### config.mk
export PLATFORM = sky130hd
export DESIGN_NAME = iob_plic_irq_ctrl
export DESIGN_NICKNAME = d
export VERILOG_FILES = /design/src/rtl/iob_plic_irq_ctrl.sv
export SDC_FILE = /design/constraint.sdc
export NUM_CORES = 1
export LEC_CHECK = 0
export CAP_MARGIN = 30
export CORE_MARGIN = 2
export CORE_UTILIZATION = 40
export CTS_CLUSTER_SIZE = 28
export DETAILED_ROUTE_END_ITERATION = 8
export PLACE_DENSITY = 0.82
export SLEW_MARGIN = 20
export SYNTH_ARGS = -nofsm -noshare
export SYNTH_HDL_FRONTEND = slang
export SYNTH_SLANG_ARGS = --single-unit
### constraint.sdc
create_clock -name clk -period 2.7 [get_ports clk]
set_input_delay 0.405 -clock clk [delete_from_list [all_inputs] [get_ports clk]]
set_output_delay 0.405 -clock clk [all_outputs]
set_load 0.1 [all_outputs]
### src/rtl/iob_plic_irq_ctrl.sv
// iob_plic_irq_ctrl: IOb master that configures one PLIC target and then runs
// the claim / dispatch / complete loop in hardware.
module iob_plic_irq_ctrl #(
  parameter int                ADDR_W    = 16,
  parameter int                DATA_W    = 32,
  parameter int                SOURCES   = 8,
  parameter logic [ADDR_W-1:0] PRIO_ADDR = 16'h0000,
  parameter logic [ADDR_W-1:0] EN_ADDR   = 16'h0040,
  parameter logic [ADDR_W-1:0] TH_ADDR   = 16'h0080,
  parameter logic [ADDR_W-1:0] ID_ADDR   = 16'h0084,
  parameter logic [DATA_W-1:0] INIT_PRIO = 32'd1,
  parameter logic [DATA_W-1:0] INIT_TH   = 32'd0
) (
  input  logic                         clk,
  input  logic                         rst,
  input  logic [SOURCES-1:0]           en_mask,
  input  logic                         reconfig,
  input  logic                         irq,
  output logic                         m_valid,
  output logic [ADDR_W-1:0]            m_address,
  output logic [DATA_W-1:0]            m_wdata,
  output logic [DATA_W/8-1:0]          m_wstrb,
  input  logic [DATA_W-1:0]            m_rdata,
  input  logic                         m_ready,
  output logic                         id_valid,
  output logic [$clog2(SOURCES+1)-1:0] id,
  input  logic                         id_ready,
  input  logic                         done,
  output logic                         cfg_done,
  output logic                         spurious
);

  // state     | meaning
  // CFG_PRIO  | writing priority of source cnt
  // CFG_EN    | writing target enable mask
  // CFG_TH    | writing target threshold
  // WAIT_IRQ  | idle, waiting for irq or a pending reconfig
  // CLAIM     | reading the claim register
  // DISPATCH  | offering the claimed id to the consumer
  // WAIT_DONE | consumer is servicing the id
  // COMPLETE  | writing the id back as completion
  typedef enum logic [2:0] {
    CFG_PRIO, CFG_EN, CFG_TH, WAIT_IRQ, CLAIM, DISPATCH, WAIT_DONE, COMPLETE
  } state_t;

  localparam int ID_W = $clog2(SOURCES+1);
  localparam logic [DATA_W/8-1:0] STRB_WR = '1;

  state_t            state, state_nxt;
  logic [ID_W-1:0]   cnt;
  logic              reconfig_pend;
  logic              reconfig_seen;
  logic              xfer;
  logic [ID_W-1:0]   rid;
  logic              rid_bad;
  logic [ADDR_W-1:0] prio_off;
  logic              unused_rdata;

  assign xfer          = m_valid && m_ready;
  assign reconfig_seen = reconfig_pend || reconfig;
  assign rid           = m_rdata[ID_W-1:0];
  assign rid_bad       = (rid == '0) || (rid > ID_W'(SOURCES));
  assign prio_off      = ADDR_W'(cnt - ID_W'(1)) << 2;
  // only the low id bits of the claim word carry information
  assign unused_rdata  = ^m_rdata[DATA_W-1:ID_W];

  // state register
  always_ff @(posedge clk or posedge rst) begin
    if (rst) state <= CFG_PRIO;
    else     state <= state_nxt;
  end

  // next-state decode; bus states advance only on a completed transfer
  always_comb begin
    state_nxt = state;
    case (state)
      CFG_PRIO:  if (xfer && cnt == ID_W'(SOURCES)) state_nxt = CFG_EN;
      CFG_EN:    if (xfer) state_nxt = CFG_TH;
      CFG_TH:    if (xfer) state_nxt = WAIT_IRQ;
      WAIT_IRQ: begin
        if (reconfig_seen) state_nxt = CFG_PRIO;
        else if (irq)      state_nxt = CLAIM;
      end
      CLAIM:     if (xfer) state_nxt = rid_bad ? WAIT_IRQ : DISPATCH;
      DISPATCH:  if (id_ready) state_nxt = WAIT_DONE;
      WAIT_DONE: if (done) state_nxt = COMPLETE;
      COMPLETE:  if (xfer) state_nxt = WAIT_IRQ;
      default:   state_nxt = CFG_PRIO;
    endcase
  end

  // bus request registers, counters and consumer handshake
  always_ff @(posedge clk or posedge rst) begin
    if (rst) begin
      m_valid       <= 1'b0;
      m_address     <= '0;
      m_wdata       <= '0;
      m_wstrb       <= '0;
      cnt           <= ID_W'(1);
      reconfig_pend <= 1'b0;
      id_valid      <= 1'b0;
      id            <= '0;
      cfg_done      <= 1'b0;
      spurious      <= 1'b0;
    end else begin
      spurious <= 1'b0;
      if (reconfig) reconfig_pend <= 1'b1;
      // a finished transfer always leaves one idle cycle before the next one
      if (xfer) m_valid <= 1'b0;
      case (state)
        CFG_PRIO: begin
          if (!m_valid) begin
            m_valid   <= 1'b1;
            m_address <= PRIO_ADDR + prio_off;
            m_wdata   <= INIT_PRIO;
            m_wstrb   <= STRB_WR;
          end
          if (xfer && cnt != ID_W'(SOURCES)) cnt <= cnt + ID_W'(1);
        end
        CFG_EN: begin
          if (!m_valid) begin
            m_valid   <= 1'b1;
            m_address <= EN_ADDR;
            m_wdata   <= DATA_W'(en_mask);
            m_wstrb   <= STRB_WR;
          end
        end
        CFG_TH: begin
          if (!m_valid) begin
            m_valid   <= 1'b1;
            m_address <= TH_ADDR;
            m_wdata   <= INIT_TH;
            m_wstrb   <= STRB_WR;
          end
          if (xfer) cfg_done <= 1'b1;
        end
        WAIT_IRQ: begin
          if (reconfig_seen) begin
            cfg_done      <= 1'b0;
            cnt           <= ID_W'(1);
            reconfig_pend <= 1'b0;
          end
        end
        CLAIM: begin
          if (!m_valid) begin
            m_valid   <= 1'b1;
            m_address <= ID_ADDR;
            m_wdata   <= '0;
            m_wstrb   <= '0;
          end
          if (xfer) begin
            if (rid_bad) begin
              spurious <= 1'b1;
            end else begin
              id       <= rid;
              id_valid <= 1'b1;
            end
          end
        end
        DISPATCH: if (id_ready) id_valid <= 1'b0;
        COMPLETE: begin
          if (!m_valid) begin
            m_valid   <= 1'b1;
            m_address <= ID_ADDR;
            m_wdata   <= DATA_W'(id);
            m_wstrb   <= STRB_WR;
          end
        end
        default: ;
      endcase
    end
  end

endmodule

* Yosys cells after proc, flatten, opt, wreduce, memory -nomap -nowiden
Cells that the tools add are included.
Word-level totals: output and inout port bits 60, register bits 68, word-level logic and storage cells 111, bits of input ports 47
Operators by class: reduce and logical (&&, ||, !) cells 26, order comparisons 1, equal/unequal tests 28, bitwise gates (word level) 1, add/subtract/negate cells 2, mux-type cells 42
Operators with widths (number):
- 2-to-1 mux 32 bit | 4
- one-hot mux 32 bit (4 select lines) | 1
- 2-to-1 mux 16 bit | 4
- one-hot mux 16 bit (4 select lines) | 1
- inequality test 2 bit (second input constant) | 17
- 2-to-1 mux 3 bit | 9
- one-hot mux 3 bit (7 select lines) | 1
- 2-to-1 mux 4 bit | 4
- one-hot mux 4 bit (2 select lines) | 2
- 2-to-1 mux 1 bit | 14
- == test 3 bit (second input constant) | 4
- AND reduction 3 bit | 4
- AND reduction 5 bit | 2
- nonzero test 2 bit | 4
- nonzero test 4 bit | 2
- AND reduction 7 bit | 1
- == test 3 x 2 -> 1 bit (second input constant) | 2
- OR reduction 2 bit | 3
- OR reduction 5 bit | 1
- subtractor 4 x 1 -> 5 bit (second input constant) | 1
- adder 4 x 1 -> 4 bit (second input constant) | 1
- == test 4 bit (second input constant) | 1
- > comparator 4 bit (second input constant) | 1
- logical NOT 4 bit | 1
- other kinds (11) | 15

* Longest topological paths before layout
Gate-level depths: netlist of the first run.
depth in word-level cells 5, gate-level depth with buffers 8, gate-level depth less buffers 6

* Least setup slack after synthesis of the first run
No wires, ideal clock.
kind reg-to-reg, start reg m_valid, end reg cnt[3], library setup time 0.095 ns, buffers on the path 1, data arrival time 2.022 ns, path slack 0.582 ns, clock period less this slack 2.118 ns, cell stages (with the launch flop) 6, required time 2.605 ns, path through dfrtp_1 buf_6 and2_2 a32oi_1 or3_1 o31ai_1
Between the ends: cells in the longest elaborated chain, start to end 4
Ends and longest elaborated chain:
- from (decl) | RTL line 19 | output logic m_valid,
- from (signal assigned) | RTL line 95 | m_valid <= 1'b0;
- from (signal assigned) | RTL line 109 | if (xfer) m_valid <= 1'b0;
- from (signal assigned) | RTL line 113 | m_valid <= 1'b1;
- logical AND 1 bit | RTL line 59 | assign xfer = m_valid && m_ready;
- logical AND 1 bit | RTL line 118 | if (xfer && cnt != ID_W'(SOURCES)) cnt <= cnt + ID_W'(1);
- inequality test 2 bit (no line)
- AND reduction 3 bit (no line)
- to (signal assigned) | RTL line 118
- to (decl) | RTL line 50 | logic [ID_W-1:0] cnt;
Every way passes these cells. A chain may end at the register's enable or synchronous reset.

* Final worst setup path of the first run
start reg state[1], end reg m_wdata[2]
Between the ends: cells in the longest elaborated chain, start to end 4, elaborated cells between the ends (all ways) 13, classes of those cells eq/ne (8); mux (1); reduce/logical (4)
Ends and longest elaborated chain:
- from (decl) | RTL line 49 | state_t state, state_nxt;
- from (signal assigned) | RTL line 70 | else state <= state_nxt;
- == test 3 bit or == test 3 x 2 -> 1 bit (tied branches) | RTL line 110 | case (state)
- OR reduction 2 bit (no line)
- inequality test 2 bit (no line) or nonzero test 4 bit (tied branches)
- AND reduction 5 bit (no line)
- to (signal assigned) | RTL line 124 | m_wdata <= DATA_W'(en_mask);
- to (signal assigned) | RTL line 165 | m_wdata <= DATA_W'(id);
- to (decl) | RTL line 21 | output logic [DATA_W-1:0] m_wdata,
Parallel ways exist; a longest one is shown, timed or not.

==> results of run 1 <==
per-layer routing:
layer	track usage (%)	wire [microns]	part of all wire, %
met5	0	0	0
met4	5.357	61	1.5
met1	18.31	1732	44
met2	24.07	1844	46
met3	4.552	333	8.4
synthesized netlist by cell type (all sizes together), types with 3 or more instances:
cell type and instances:
mux2 4, nor3 6, inv 10, nand2 12, a31oi 4, o21ai 11, nor2 17, or3b 3
dfrtp 31, nand3 5, o31ai 5, a221oi 3, a22o 4, a21oi 9, buf 45, xor2 3
placed cells by master (no fill, tap or decap), types with 3 or more instances in the layout:
master           Yosys  layout
o21ai_0              8       8
xor2_1               3       3
mux2_2               4       4
dfrtp_1             31      31
nor3_1               6       6
clkbuf_8             0       5
a21oi_1              8       8
inv_1               10      10
nor2_1              16      16
nand2_1             12      12
o21ai_1              3       3
nand3_1              5       5
o31ai_1              5       5
a31oi_1              4       4
buf_4               37      38
a22o_1               4       4
a221oi_1             3       3
clkdlybuf4s50_1      0      18
conb_1               1      26
how the worst max path moves through the flow:
stage,endpoint,slack [ns],startpoint,cells after the start
floorplan,cnt[3],0.58,m_valid,5
global placement,id[2],0.64,m_rdata[1],5
detailed placement,id[0],0.57,m_rdata[0],5
CTS,m_wdata[2],0.63,state[1],4
global route,m_wdata[1],0.47,state[1],4
finish,m_wdata[2],0.65,state[1],4
area by class of cell:
cell class	count	area (sq um)	area share, %
clock buffers	6	72.57	3.022
clock inverters	2	35.03	1.459
repair buffers	56	465.4	19.39
well taps	67	83.83	3.491
multi-input cells	148	904.6	37.68
flip-flops and latches	32	802.0	33.40
inverters	10	37.54	1.563
cell families (layout without fill, tap and decap cells):
family	Yosys count	count (layout)
compound gates	48	48
xor+xnor	5	5
mux	5	5
buf+inv	57	74
other cells	1	26
fa+ha+maj	3	3
simple gates	61	61
flops	32	32
worst max-delay path: cells and delay by family (launching register included):
kind            cells  cell delay (ns)
compound gates      1             0.13
fa+ha+maj           1             0.67
simple gates        2             0.49
flops               1             0.68
metrics by stage:
stage,setup WS [ns],instance area (sq um),instances
after floorplan,0.5823,2113,237
after global placement,0.6405,2293,313
after detailed placement,0.5730,2293,313
after CTS,0.6271,2401,321
after global routing,0.4662,2401,321
final,0.6533,2401,321
sequential cells by signal, summed over array words and instances (netlist names):
register	flops
m_valid	1
m_wstrb	1
id	4
reconfig_pend	1
cfg_done	1
state	3
m_address	7
spurious	1
m_wdata	8
cnt	4
id_valid	1
==> impl_metrics.json, run 1 <==
{
  "setup_viol": 0,
  "die_width_microns": 75.06,
  "avgSynthCellArea_sq_um": 9.526,
  "layout-drive-gt1-share_pct": 23.23,
  "ctsResizeCount": 0,
  "yosys.area_share.simple_pct": 16.42,
  "wl_microns": 3971,
  "hpwl_microns": 3037,
  "min_path_type": "flip-flop to flip-flop",
  "cts_setup_buffers": 0,
  "yosys.area_share.adder_pct": 2.230,
  "synth_xor_xnor_area_share_pct": 2.169,
  "rr_endpoint": "m_wdata[2]",
  "crit_path_max_incr_delay_ns": 0.68,
  "ios": 107,
  "synth_area_sq_um": 2019,
  "cts_buffers": 5,
  "synthToLayoutAreaGrowth_pct": 18.90,
  "yosys_warnings": 0,
  "crit_chain": "fa_1, nor3_1, a221oi_1, nor2_1",
  "start_kind": "flip-flop",
  "coreArea_sq_um": 4786,
  "synth_flop_cell": "dfrtp_1",
  "required_ns": 2.92,
  "via_count": 1560,
  "hold_depth": 2,
  "grt_max_degree": 33,
  "min_to": "m_address[4]",
  "cts_tree": "done",
  "drtIter0Drc": 93,
  "cts_hold_buf": 0,
  "remaining_drc_errors": 0,
  "hold_ws_ns": 0.4774,
  "portBuffers": 52,
  "async_flop_share_pct": 100.0,
  "dr.pass1.iters": 4,
  "die_area_sq_um": 5633,
  "worstPathArrival_ns": 2.26,
  "grt_usage_pct": 14.71,
  "cp_max_fo": 18,
  "wl_per_cell_microns": 12.37,
  "fin_nets": 303,
  "fmax_mhz": 488.6,
  "period_needed_ns": 2.047,
  "min_from": "m_address[4]",
  "synth_seq_area_share_pct": 39.71,
  "fp.dieH_microns": 75.06,
  "finalSetupTns_ns": 0,
  "criticalPathCategory": "flip-flop to flip-flop",
  "synth_edf_count": 0,
  "initial_core_util_pct": 42.20,
  "globalplace.congestion": 0.7901,
  "vias_per_cell": 4.860,
  "drv_slew": 0,
  "grt_pass1_wl_microns": 6258,
  "slew_headroom_pct": 64.00,
  "synth.area.top_cells": "dfrtp_1, buf_4, buf_6",
  "fill_cells": 449,
  "cts_sinks": 32,
  "synth_cell_type_count": 52,
  "max_cap_violations": 0,
  "r2r-start": "state[1]",
  "antenna_left": 0,
  "htree_levels": 2,
  "antenna_found_initial": 0,
  "tightest_slew_ns": 0.5401,
  "final_util_pct": 50.17,
  "finalCritPeriodShare_pct": 75.80,
  "ff2ff_setup_slack_ns": 0.65,
  "clk-insertion-delay-late_ns": 0.29,
  "synth_top_area_share_pct": 38.41,
  "synth_top_family_by_area": "buffers and inverters",
  "rr_worst_depth": 4,
  "grt_pass1_vias": 1388,
  "synth_cells": 212,
  "placementRows": 25,
  "ys_ff_latch": 32,
  "status": "completed",
  "muxShareOfSynthArea_pct": 2.726,
  "overflow": 0,
  "hold_violations": 0,
  "cts_root_buf": "clkbuf_8",
  "crit_slowest_cell": "dfrtp_1",
  "skew_ns": 0.003864,
  "crit_path_end_kind": "flip-flop",
  "rsz0062_at_grt": "false",
  "clk_pin_slew_ns": 0.06,
  "yosysTopAreaCell": "dfrtp_1",
  "synth_compound_area_share_pct": 16.42,
  "antenna_cells": 0,
  "cts_buffer_depth": 2
}
Power of run 1 is not shown: default switching activity piles up to over one toggle a cycle in this logic, so the estimate is an artifact.
==> run 2: changes to the inputs <==
- clock period: 2.7 -> 1.95 ns (I/O delays scaled with it)
==> impl_metrics.json, run 2 (synthesis gave the netlist of run 1 again) <==
{
  "status": "completed",
  "globalplace.congestion": 0.8242,
  "antenna_found_initial": 0,
  "rr_endpoint": "state[0]",
  "placementRows": 25,
  "rsz0062_at_grt": "false",
  "cts_sinks": 32,
  "cpLargestDelayFamily": "multiplexers",
  "crit_path_max_incr_delay_ns": 0.39,
  "fin_nets": 311,
  "slew_headroom_pct": 65.09,
  "grt_pass1_vias": 1469,
  "grt_pass1_wl_microns": 6720,
  "die_area_sq_um": 5633,
  "r2r-start": "state[0]",
  "tightest_slew_ns": 0.5236,
  "antenna_cells": 0,
  "wl_per_cell_microns": 12.73,
  "hold_violations": 0,
  "worstPathArrival_ns": 2.04,
  "critPathBufInv": 1,
  "grt_usage_pct": 15.44,
  "drv_slew": 0,
  "layout_commonest_cell": "buf_4",
  "crit_slowest_cell": "mux2_2",
  "cts_root_buf": "clkbuf_8",
  "largest_registers": "m_wdata (8), m_address (7)",
  "layout-drive-gt1-share_pct": 26.34,
  "remaining_drc_errors": 0,
  "grt_max_degree": 33,
  "min_path_type": "input pin to async pin",
  "finalCritPeriodShare_pct": 93.72,
  "skew_ns": 0.006692,
  "cts_hold_buf": 0,
  "portBuffers": 52,
  "dr.pass1.iters": 4,
  "clk-insertion-delay-late_ns": 0.28,
  "cp_max_fo": 16,
  "setup_viol": 0,
  "cts_buffers": 5,
  "period_needed_ns": 1.828,
  "final_cell_mix": "buf_4, dfrtp_1, conb_1",
  "drtIter0Drc": 98,
  "htree_levels": 2,
  "cts_setup_buffers": 0,
  "fp.dieH_microns": 75.06,
  "die_width_microns": 75.06,
  "via_count": 1601,
  "clk_pin_slew_ns": 0.07,
  "synthToLayoutAreaGrowth_pct": 26.77,
  "required_ns": 2.16,
  "largest_register": "m_wdata",
  "cts_buffer_depth": 2,
  "antenna_left": 0,
  "coreArea_sq_um": 4786,
  "ios": 107,
  "hpwl_microns": 3163,
  "wl_microns": 4187,
  "overflow": 0,
  "fmax_mhz": 547.2,
  "start_kind": "flip-flop",
  "rr_worst_depth": 5,
  "crit_chain": "buf_4, xnor2_1, mux2_2, nor4_4, mux2i_1",
  "fill_cells": 413,
  "ff2ff_setup_slack_ns": 0.12,
  "cts_tree": "done",
  "initial_core_util_pct": 42.20,
  "finalSetupTns_ns": 0,
  "crit_path_end_kind": "flip-flop",
  "vias_per_cell": 4.866,
  "criticalPathCategory": "flip-flop to flip-flop",
  "final_util_pct": 53.49,
  "max_cap_violations": 0,
  "largest_reg_flops": 8
}
## run 2: changes by cell type in the layout (fill, tap and decap cells not counted)
| cell | before | now |
|---|---|---|
| buf_12 | 0 | 8 |
| clkbuf_8 | 5 | 7 |
| bufinv_16 | 1 | 0 |
| clkinv_2 | 1 | 0 |
| dfrtp_1 | 31 | 30 |
| dfrtp_2 | 0 | 1 |
| nor3_1 | 6 | 5 |
| nor3_2 | 0 | 1 |
## run 2: worst min-delay path: stages
cell	delay [ns]
clkdlybuf4s50_1	0.40
inv_1	0.05
buf_4	0.36
## run 2: metrics by stage
stage               instance area (sq um)  hold slack (ns)  instances  setup slack, ns
global route                         2560           0.4663        329          0.02322
floorplan                            2116           0.4079        237          0.07623
global placement                     2455           0.4546        321           0.1031
detailed placement                   2455           0.4577        321          0.02894
CTS                                  2555           0.4198        329           0.1121
finish                               2560           0.4087        329           0.1224
## run 2: how the worst max path moves through the flow
stage	start	endpoint	slack, ns	cells past startpoint
after floorplan	state[0]	m_wdata[3]	0.08	8
after global placement	m_rdata[1]	id[2]	0.10	5
after detailed placement	m_rdata[0]	id[0]	0.03	5
after CTS	state[0]	state[0]	0.11	5
after global routing	state[1]	m_address[6]	0.02	5
final	state[0]	state[0]	0.12	5
## run 2: layer usage
metal | wire [microns] | vias to the layer above | share of wire [%] | GRT usage, %
met5 | 0 | - | 0 | 0
met4 | 21 | 0 | 0.50 | 4.167
met3 | 381 | 4 | 9.1 | 4.016
met2 | 2111 | 76 | 50 | 26.71
met1 | 1673 | 752 | 40 | 19.09
li1 | - | 769 | - | -
## run 2: area by class of cell
class	count	area [sq um]	area share, %
Sequential cell	32	803.3	31.38
Inverter	10	37.54	1.466
Tap cell	67	83.83	3.275
Clock buffer	8	100.1	3.910
Timing Repair Buffer	64	625.6	24.44
Multi-Input combinational cell	148	909.6	35.53
## run 2: timing repair
action,4_1_cts,5_1_grt
hold endpoints to repair,0,0
endpoints found under the setup margin,0,1
gates resized for setup,0,1
Power of run 2 is left out for the same reason.
==> run 3: changes to the inputs <==
- CORE_UTILIZATION: 40 -> 41
- CTS_BUF_LIST: unset -> sky130_fd_sc_hd__clkbuf_8
- PLACE_DENSITY: 0.82 -> 0.83
==> impl_metrics.json, run 3 (synthesis gave the netlist of run 1 again) <==
{
  "cts_tree": "done",
  "ff2ff_setup_slack_ns": 0.14,
  "r2r-start": "cnt[0]",
  "rr_worst_depth": 6,
  "antenna_found_initial": 0,
  "cts_buffers": 5,
  "cts_root_buf": "clkbuf_8",
  "min_path_type": "input pin to async pin",
  "wl_per_cell_microns": 12.35,
  "ios": 107,
  "final_cell_mix": "buf_4, dfrtp_1, conb_1",
  "skew_ns": 0.004477,
  "cts_setup_buffers": 0,
  "clk-insertion-delay-late_ns": 0.28,
  "layout-drive-gt1-share_pct": 27.55,
  "die_area_sq_um": 5503,
  "setup_viol": 0,
  "vias_per_cell": 4.852,
  "remaining_drc_errors": 0,
  "fin_nets": 314,
  "fp.dieH_microns": 74.18,
  "crit_path_max_incr_delay_ns": 0.59,
  "initial_core_util_pct": 42.75,
  "via_count": 1611,
  "finalSetupTns_ns": 0,
  "portBuffers": 52,
  "start_kind": "flip-flop",
  "worstPathArrival_ns": 2.00,
  "grt_usage_pct": 15.73,
  "fin_cells": 332,
  "globalplace.congestion": 0.8349,
  "cts_sinks": 32,
  "cts_buffer_depth": 2,
  "layout_commonest_cell": "buf_4",
  "grt_pass1_wl_microns": 6755,
  "wl_microns": 4101,
  "period_needed_ns": 1.808,
  "fin_ws_ns": 0.1417,
  "criticalPathCategory": "flip-flop to flip-flop",
  "clk_pin_slew_ns": 0.06,
  "crit_path_end_kind": "flip-flop",
  "finalCritPeriodShare_pct": 92.73,
  "placementRows": 25,
  "crit_chain": "inv_1, ha_1, nand3b_1, a32oi_1, or3_1, o31ai_1",
  "largest_registers": "m_wdata (8), m_address (7)",
  "antenna_left": 0,
  "critPathBufInv": 1,
  "cp_max_fo": 6,
  "rsz0062_at_grt": "false",
  "die_width_microns": 74.18,
  "dr.pass1.iters": 6,
  "hpwl_microns": 3166,
  "overflow": 0,
  "placedCellCount": 324,
  "final_util_pct": 54.81,
  "antenna_cells": 0,
  "largest_register": "m_wdata",
  "htree_levels": 2,
  "grt_pass1_vias": 1512,
  "cpLargestDelayFamily": "flip-flops",
  "hold_violations": 0,
  "grt_max_degree": 33,
  "rr_endpoint": "cnt[3]",
  "drtIter0Drc": 66,
  "cts_hold_buf": 0,
  "max_cap_violations": 0,
  "crit_slowest_cell": "dfstp_2",
  "required_ns": 2.14,
  "drv_slew": 0,
  "synthToLayoutAreaGrowth_pct": 28.19,
  "preCtsSetupSlack_ns": 0.08075,
  "coreArea_sq_um": 4723,
  "status": "completed",
  "largest_reg_flops": 8,
  "fmax_mhz": 553.0
}
run 3: repair_timing:
| item | in CTS | in global routing |
|---|---|---|
| resized for setup | 0 | 2 |
| endpoints found under the setup margin | 0 | 3 |
| hold endpoints to repair | 0 | 0 |
run 3: how the worst max path moves through the flow:
stage                from         end  slack [ns]  cells after the start
2_1_floorplan    state[0]  m_wdata[3]        0.08                      8
3_3_place_gp   m_rdata[1]       id[2]        0.11                      5
3_5_place_dp   m_rdata[1]       id[0]        0.08                      5
4_1_cts          state[1]  m_wdata[1]        0.09                      5
5_1_grt          state[1]  m_wdata[1]        0.02                      5
6_report           cnt[0]      cnt[3]        0.14                      6
run 3: worst reg2reg max path: cells and delay by family (launching register included):
family / cells / cell delay, ns
DFF: 1 / 0.59
AOI/OAI and AO/OA: 2 / 0.33
adders and majority gates: 1 / 0.24
and+or+nand+nor: 2 / 0.48
buffers and inverters: 1 / 0.08
run 3: layout make-up:
type                       instances  area, sq um
multi-input combinational        148        907.1
timing repair buffer              67        648.1
inverter                          10        37.54
fill                             432         2135
clock buffer                       5        68.82
sequential                        32        804.5
clock inverter                     3        38.79
tap                               67        83.83
run 3: routing by layer:
| layer | track usage, % | part of all wire [%] | vias up |
|---|---|---|---|
| li1 | - | - | 777 |
| met1 | 20.93 | 43 | 764 |
| met2 | 24.50 | 49 | 62 |
| met3 | 4.472 | 7.3 | 8 |
| met4 | 5.859 | 1.3 | 0 |
| met5 | 0 | 0 | - |
run 3: per-stage QoR:
| stage | instance area, sq um | hold WS, ns |
|---|---|---|
| 3_3_place_gp | 2477 | 0.4552 |
| 2_1_floorplan | 2116 | 0.4079 |
| 3_5_place_dp | 2477 | 0.4581 |
| 5_1_grt | 2589 | 0.4614 |
| 4_1_cts | 2585 | 0.4387 |
| 6_report | 2589 | 0.4238 |
Power of run 3 is left out for the same reason.
